==> config.mk <==
export PLATFORM = sky130hd
export DESIGN_NAME = onehot_capture_encoder
export DESIGN_NICKNAME = d
export VERILOG_FILES = /design/src/rtl/decoder_pkg.sv /design/src/rtl/onehot_fifo.sv /design/src/rtl/onehot_capture_encoder.sv
export SDC_FILE = /design/constraint.sdc
export NUM_CORES = 1
export LEC_CHECK = 0
export CORE_AREA = 2 2 53 55
export DETAILED_ROUTE_END_ITERATION = 10
export DIE_AREA = 0 0 55 57
export PLACE_DENSITY = 0.74
export SYNTH_ARGS = -nofsm -noshare
export SYNTH_HDL_FRONTEND = slang
export SYNTH_SLANG_ARGS = --single-unit
==> constraint.sdc <==
create_clock -name CLK -period 2.77 [get_ports CLK]
set_clock_uncertainty 0.15 [all_clocks]
set_input_delay 0.554 -clock CLK [delete_from_list [all_inputs] [get_ports CLK]]
set_output_delay 0.554 -clock CLK [all_outputs]
set_load 0.03 [all_outputs]
==> src/rtl/decoder_pkg.sv <==
// Shared definitions for the 3-to-8 decoder stage and its consumers:
// line/code widths, popcount-based legality and one-hot to index encoding.
package decoder_pkg;

  localparam int LINES  = 8;
  localparam int CODE_W = 3;

  // Number of high lines in an 8-line pattern (0..8).
  function automatic logic [3:0] popcount(input logic [LINES-1:0] y);
    logic [3:0] n;
    n = '0;
    for (int i = 0; i < LINES; i++) begin
      n = n + {3'b000, y[i]};
    end
    return n;
  endfunction

  // A pattern is legal when exactly one line is high.
  function automatic logic is_onehot(input logic [LINES-1:0] y);
    return (popcount(y) == 4'd1);
  endfunction

  // Index of the lowest high line; 0 for an all-zero pattern.
  // Walking downwards lets the lowest set bit overwrite the others.
  function automatic logic [CODE_W-1:0] onehot_to_index(input logic [LINES-1:0] y);
    logic [CODE_W-1:0] idx;
    idx = '0;
    for (int i = LINES - 1; i >= 0; i--) begin
      if (y[i]) idx = CODE_W'(i);
    end
    return idx;
  endfunction

endpackage

==> src/rtl/onehot_fifo.sv <==
// Small synchronous first-word fall-through FIFO holding encoded line codes.
// dout always shows the entry at the read pointer; it is only meaningful
// while empty=0. Pointers wrap modulo DEPTH (DEPTH is a power of two).
module onehot_fifo
  import decoder_pkg::*;
#(
  parameter int DEPTH = 4,
  parameter int CNT_W = 3
) (
  input  logic              clk,
  input  logic              rst,
  input  logic              push,
  input  logic              pop,
  input  logic [CODE_W-1:0] din,
  output logic [CODE_W-1:0] dout,
  output logic [CNT_W-1:0]  count,
  output logic              full,
  output logic              empty
);

  localparam int PTR_W = (DEPTH > 1) ? $clog2(DEPTH) : 1;

  logic [CODE_W-1:0] mem_q [DEPTH];
  logic [CODE_W-1:0] mem_d [DEPTH];
  logic [PTR_W-1:0]  wr_ptr_q, wr_ptr_d;
  logic [PTR_W-1:0]  rd_ptr_q, rd_ptr_d;
  logic [CNT_W-1:0]  count_q, count_d;
  logic              push_ok;
  logic              pop_ok;

  assign full  = (count_q == CNT_W'(DEPTH));
  assign empty = (count_q == '0);
  assign count = count_q;
  assign dout  = mem_q[rd_ptr_q];

  // A push into a full FIFO is only accepted when the head leaves in the
  // same cycle; popping an empty FIFO is ignored.
  assign pop_ok  = pop && !empty;
  assign push_ok = push && (!full || pop_ok);

  // Next-state for pointers, occupancy and storage.
  always_comb begin
    mem_d    = mem_q;
    wr_ptr_d = wr_ptr_q;
    rd_ptr_d = rd_ptr_q;
    count_d  = count_q;
    if (push_ok) begin
      mem_d[wr_ptr_q] = din;
      wr_ptr_d        = wr_ptr_q + PTR_W'(1);
    end
    if (pop_ok) begin
      rd_ptr_d = rd_ptr_q + PTR_W'(1);
    end
    case ({push_ok, pop_ok})
      2'b10:   count_d = count_q + CNT_W'(1);
      2'b01:   count_d = count_q - CNT_W'(1);
      default: count_d = count_q;
    endcase
  end

  // Control state: cleared asynchronously so a reset discards all entries.
  always_ff @(posedge clk or posedge rst) begin
    if (rst) begin
      wr_ptr_q <= '0;
      rd_ptr_q <= '0;
      count_q  <= '0;
    end else begin
      wr_ptr_q <= wr_ptr_d;
      rd_ptr_q <= rd_ptr_d;
      count_q  <= count_d;
    end
  end

  // Storage array: contents are don't-care while count is zero.
  always_ff @(posedge clk) begin
    mem_q <= mem_d;
  end

endmodule

==> src/rtl/onehot_capture_encoder.sv <==
// Samples the decoder's one-hot lines on SAMPLE, re-encodes legal patterns
// into a 3-bit code and queues them for a valid/ready consumer. Illegal
// patterns raise sticky ERR; legal patterns dropped on a full queue raise
// sticky OVF.
// Build option: ONEHOT_PRIORITY_EN -- when defined, multi-hot patterns are
// accepted and encode their lowest high line; zero-hot is still an error.
module onehot_capture_encoder
  import decoder_pkg::*;
#(
  parameter int DEPTH = 4,
  parameter int CNT_W = 3
) (
  input  logic              CLK,
  input  logic              RST,
  input  logic              Y0,
  input  logic              Y1,
  input  logic              Y2,
  input  logic              Y3,
  input  logic              Y4,
  input  logic              Y5,
  input  logic              Y6,
  input  logic              Y7,
  input  logic              SAMPLE,
  input  logic              CLR,
  input  logic              READY,
  output logic [CODE_W-1:0] CODE,
  output logic              VALID,
  output logic [CNT_W-1:0]  COUNT,
  output logic              FULL,
  output logic              ERR,
  output logic              OVF
);

  logic [LINES-1:0]  lines;
  logic              legal;
  logic [CODE_W-1:0] enc_code;
  logic [CODE_W-1:0] head_code;
  logic              empty;
  logic              push;
  logic              pop;
  logic              err_set;
  logic              ovf_set;
  logic              err_q, err_d;
  logic              ovf_q, ovf_d;

  assign lines = {Y7, Y6, Y5, Y4, Y3, Y2, Y1, Y0};

`ifdef ONEHOT_PRIORITY_EN
  assign legal = (lines != '0);
`else
  assign legal = is_onehot(lines);
`endif

  assign enc_code = onehot_to_index(lines);

  // Handshake: VALID means the queue head is on CODE; a transfer happens in
  // every cycle with VALID=1 and READY=1, and the next entry (if any) shows
  // on CODE the following cycle. READY is ignored while VALID=0.
  assign pop   = VALID && READY;
  assign push  = SAMPLE && legal && (!FULL || pop);
  assign VALID = !empty;
  assign CODE  = VALID ? head_code : '0;

  assign err_set = SAMPLE && !legal;
  assign ovf_set = SAMPLE && legal && FULL && !pop;

  onehot_fifo #(
    .DEPTH (DEPTH),
    .CNT_W (CNT_W)
  ) u_fifo (
    .clk   (CLK),
    .rst   (RST),
    .push  (push),
    .pop   (pop),
    .din   (enc_code),
    .dout  (head_code),
    .count (COUNT),
    .full  (FULL),
    .empty (empty)
  );

  // Sticky flags: a set condition beats a simultaneous CLR.
  always_comb begin
    err_d = err_q;
    ovf_d = ovf_q;
    if (CLR) begin
      err_d = 1'b0;
      ovf_d = 1'b0;
    end
    if (err_set) err_d = 1'b1;
    if (ovf_set) ovf_d = 1'b1;
  end

  // Flag registers with asynchronous reset.
  always_ff @(posedge CLK or posedge RST) begin
    if (RST) begin
      err_q <= 1'b0;
      ovf_q <= 1'b0;
    end else begin
      err_q <= err_d;
      ovf_q <= ovf_d;
    end
  end

  assign ERR = err_q;
  assign OVF = ovf_q;

endmodule

==> summary.txt <==
Run status
  • Status: complete, but fails checks
  • Failing checks: negative setup slack

Route
  • Drt wl/cell: 12.0 µm
  • Drt total wl: 2110 µm
  • Routed Antenna Nets: 0
  • Mean number of vias per cell: 4.82
  • Via count: 849
  • 1st-pass router iterations: 4
  • DRC violations left: 0
  • Iter 0 DRT Violations: 7

Logic synthesis
  • Yosys warns: 0
  • Mean post-synth cell area: 12.1 µm²
  • Yosys reg bits: 21
  • Mapped Nets: 127
  • Sequential-to-total area share from yosys stat: 0.479
  • Syn Std Cell Area: 1220 µm²
  • Post-Synthesis Cells: 101
  • Synth cell types: 29

STA
  • Final Hold Vio Count: 0
  • Final period util: 1.52
  • RSZ-0062 raised after global routing: true
  • Worst-margin pin slew: 372 ps
  • Setup violators final: 19
  • Setup TNS: -20,510 ps
  • Slew margin rel.: 0.750
  • PnR worst setup slack: -1450 ps
  • Post-route minimum period: 4220 ps
  • Final hold slack: 354 ps
  • Achievable Freq: 237 MHz
  • Slew Viols, Final: 0

Clock tree
  • Clock transition at path regs: 110 ps
  • Clk_lat worst skew: 290 ps
  • Post-cts hold buffer count: 0
  • CTS Buf Count: 3
  • # clock sinks: 21
  • CTS tree: built
  • Bufs on Longest Clock Path: 2
  • Clock Root Buffer: clkbuf_4
  • H-Tree Depth: 1

Finish
  • Nets: 172
  • Fin cells: 176
  • Fill cell count: 189
  • Area Growth Syn to Fin: 41.2%
  • Antenna cells: 0
  • Most frequent cells in the layout: 19 x buf_4, 16 x inv_1, 16 x clkdlybuf4s50_1
  • Final core occ: 0.660
  • Post-route cell area: 1730 µm²
  • Leading cell type in the layout, fill and taps excluded: buf_4
  • Share of layout cells above drive strength 1: 0.352

Setup path
  • Crit path max-delay cell type: fa_1
  • Cell mode on critical path: inv_2
  • Max stage delay on crit path: 540 ps
  • RR Startpoint: u_fifo.count[2]
  • Cell chain of the critical path: buf_8, inv_8, fa_1, fa_1, fa_1, inv_2, ha_4, inv_2, fa_2, a211o_1, a211oi_2, nor2b_4, inv_2, ha_4, inv_2, fa_2, xor2_2, nor2_2, xor2_1
  • Delay-heaviest family, CP: adder cells
  • Critical Path Start: Y0
  • Worst Path Max Fanout: 2
  • Crit path capture type: flop
  • Worst Path Arrival: 4260 ps
  • WS Path Type: in -> reg
  • Worst endpoint required time: 2810 ps
  • Worst setup SP type: primary input
  • CP Buf/Inv Count: 6

Global routing
  • Initial antenna violation count: 0
  • Total GRT Usage: 0.161
  • Largest net degree at the start of global routing: 12
  • Global-route wire length before repair: 3660 µm
  • Vias in the first global route: 909
  • Total grt overflow: 0

Power and ir drop
  • Sequential share of power: 0.337
  • Pleak: 0.782 nW
  • Clock network power share: 0.097
  • VDD IR max: 0.605 mV
  • PD cells: 825 nW/µm²
  • NetSw: 0.553 mW
  • Tot Pwr: 1.42 mW
  • Switching Fraction: 0.388
  • Internal power: 0.872 mW
  • Comb pwr share: 0.566

Die
  • Die ar.: 3140 µm²
  • Die height: 57 µm
  • # IOs: 23
  • Num rows: 19
  • Core Region: 2620 µm²
  • Die Span X: 55 µm
  • Initial core utilization: 0.467

Placed design
  • Pre-CTS WS: -2300 ps
  • Routability congestion estimate: 0.662
  • DP Area: 1620 µm²
  • Estimated wirelength of the detail-placed design: 1790 µm
  • Dpl cells: 168
  • Port-buffer cells: 22

Worst hold path
  • Min-Delay Path Class: in -> async

Run
  • Max-Cap Viols: 0
[path summary, 6_finish.rpt]
kind,to,slack [ps],depth (start not counted)
setup / recovery,u_fifo.count[2],-1450,19
hold / removal,ERR,350,2
setup reg to reg,u_fifo.count[2],570,8
hold reg to reg,OVF,380,2
max in group asynchronous,u_fifo.rd_ptr_q[0],1840,2
min in group CLK,OVF,380,2
[logic make-up after synthesis]
kind of cell / synth area share
AOI/OAI and AO/OA: 0.0604
xor gates and xnor gates: 0.0430
adders and majority gates: 0.164
buffers and inverters: 0.0737
DFF: 0.479
muxes: 0.0675
and+or+nand+nor: 0.113
[synthesized netlist by cell type]
library cell | instances | share of area
a211o_1 | 1 | 0.0072
a211oi_2 | 1 | 0.010
a21o_1 | 1 | 0.0061
a21oi_1 | 2 | 0.0082
a31oi_1 | 1 | 0.0051
and2_1 | 4 | 0.020
and2_2 | 4 | 0.025
and2b_1 | 1 | 0.0061
clkbuf_1 | 1 | 0.0031
dfrtp_1 | 9 | 0.18
edfxtp_1 | 12 | 0.29
fa_1 | 5 | 0.082
ha_1 | 8 | 0.082
inv_1 | 23 | 0.071
mux2_4 | 1 | 0.012
mux4_2 | 3 | 0.055
nand2_1 | 3 | 0.0092
nor2_1 | 2 | 0.0061
nor2b_1 | 1 | 0.0051
nor2b_4 | 1 | 0.011
nor3_1 | 3 | 0.012
nor3b_1 | 1 | 0.0061
o211ai_1 | 1 | 0.0061
o21ai_0 | 3 | 0.012
o22ai_1 | 1 | 0.0051
or3_1 | 1 | 0.0051
or4_1 | 1 | 0.0061
xnor2_1 | 3 | 0.021
xor2_1 | 3 | 0.021
[routing by layer]
layer | GRT usage | share of wire
met1 | 0.172 | 0.37
met3 | 0.00785 | 0.031
met2 | 0.308 | 0.58
met4 | 0.0732 | 0.010
met5 | 0 | 0
[power groups by stage]
stage | combinational, mW | sequential (mW) | clock [mW]
final | 0.806 | 0.480 | 0.138
after global routing | 0.884 | 0.496 | 0.155
after CTS | 0.799 | 0.482 | 0.146
after detailed placement | 0.744 | 0.487 | 0
after global placement | 0.713 | 0.482 | 0
after floorplan | 0.451 | 0.510 | 0
[final cells by class]
class                           count  area [µm²]  share of cell area
Timing Repair Buffer               41         375               0.217
Tap cell                           31        38.8              0.0225
Clock buffer                        4        26.3              0.0152
Inverter                           23        96.3              0.0558
Multi-Input combinational cell     56         603               0.349
Sequential cell                    21         587               0.340
[repair_timing]
action	in CTS	in global routing
pin swaps	16	11
buffers inserted	5	1
resized for setup	25	10
gates cloned	0	0
endpoints found under the setup margin	22	22
[registers in the layout (all words and copies together) (netlist names)]
register and flops:
u_fifo.wr_ptr_q 2, u_fifo.mem_q 12, ERR 1, u_fifo.rd_ptr_q 2, u_fifo.count 3, OVF 1
Power figures use the tool's default switching activity.
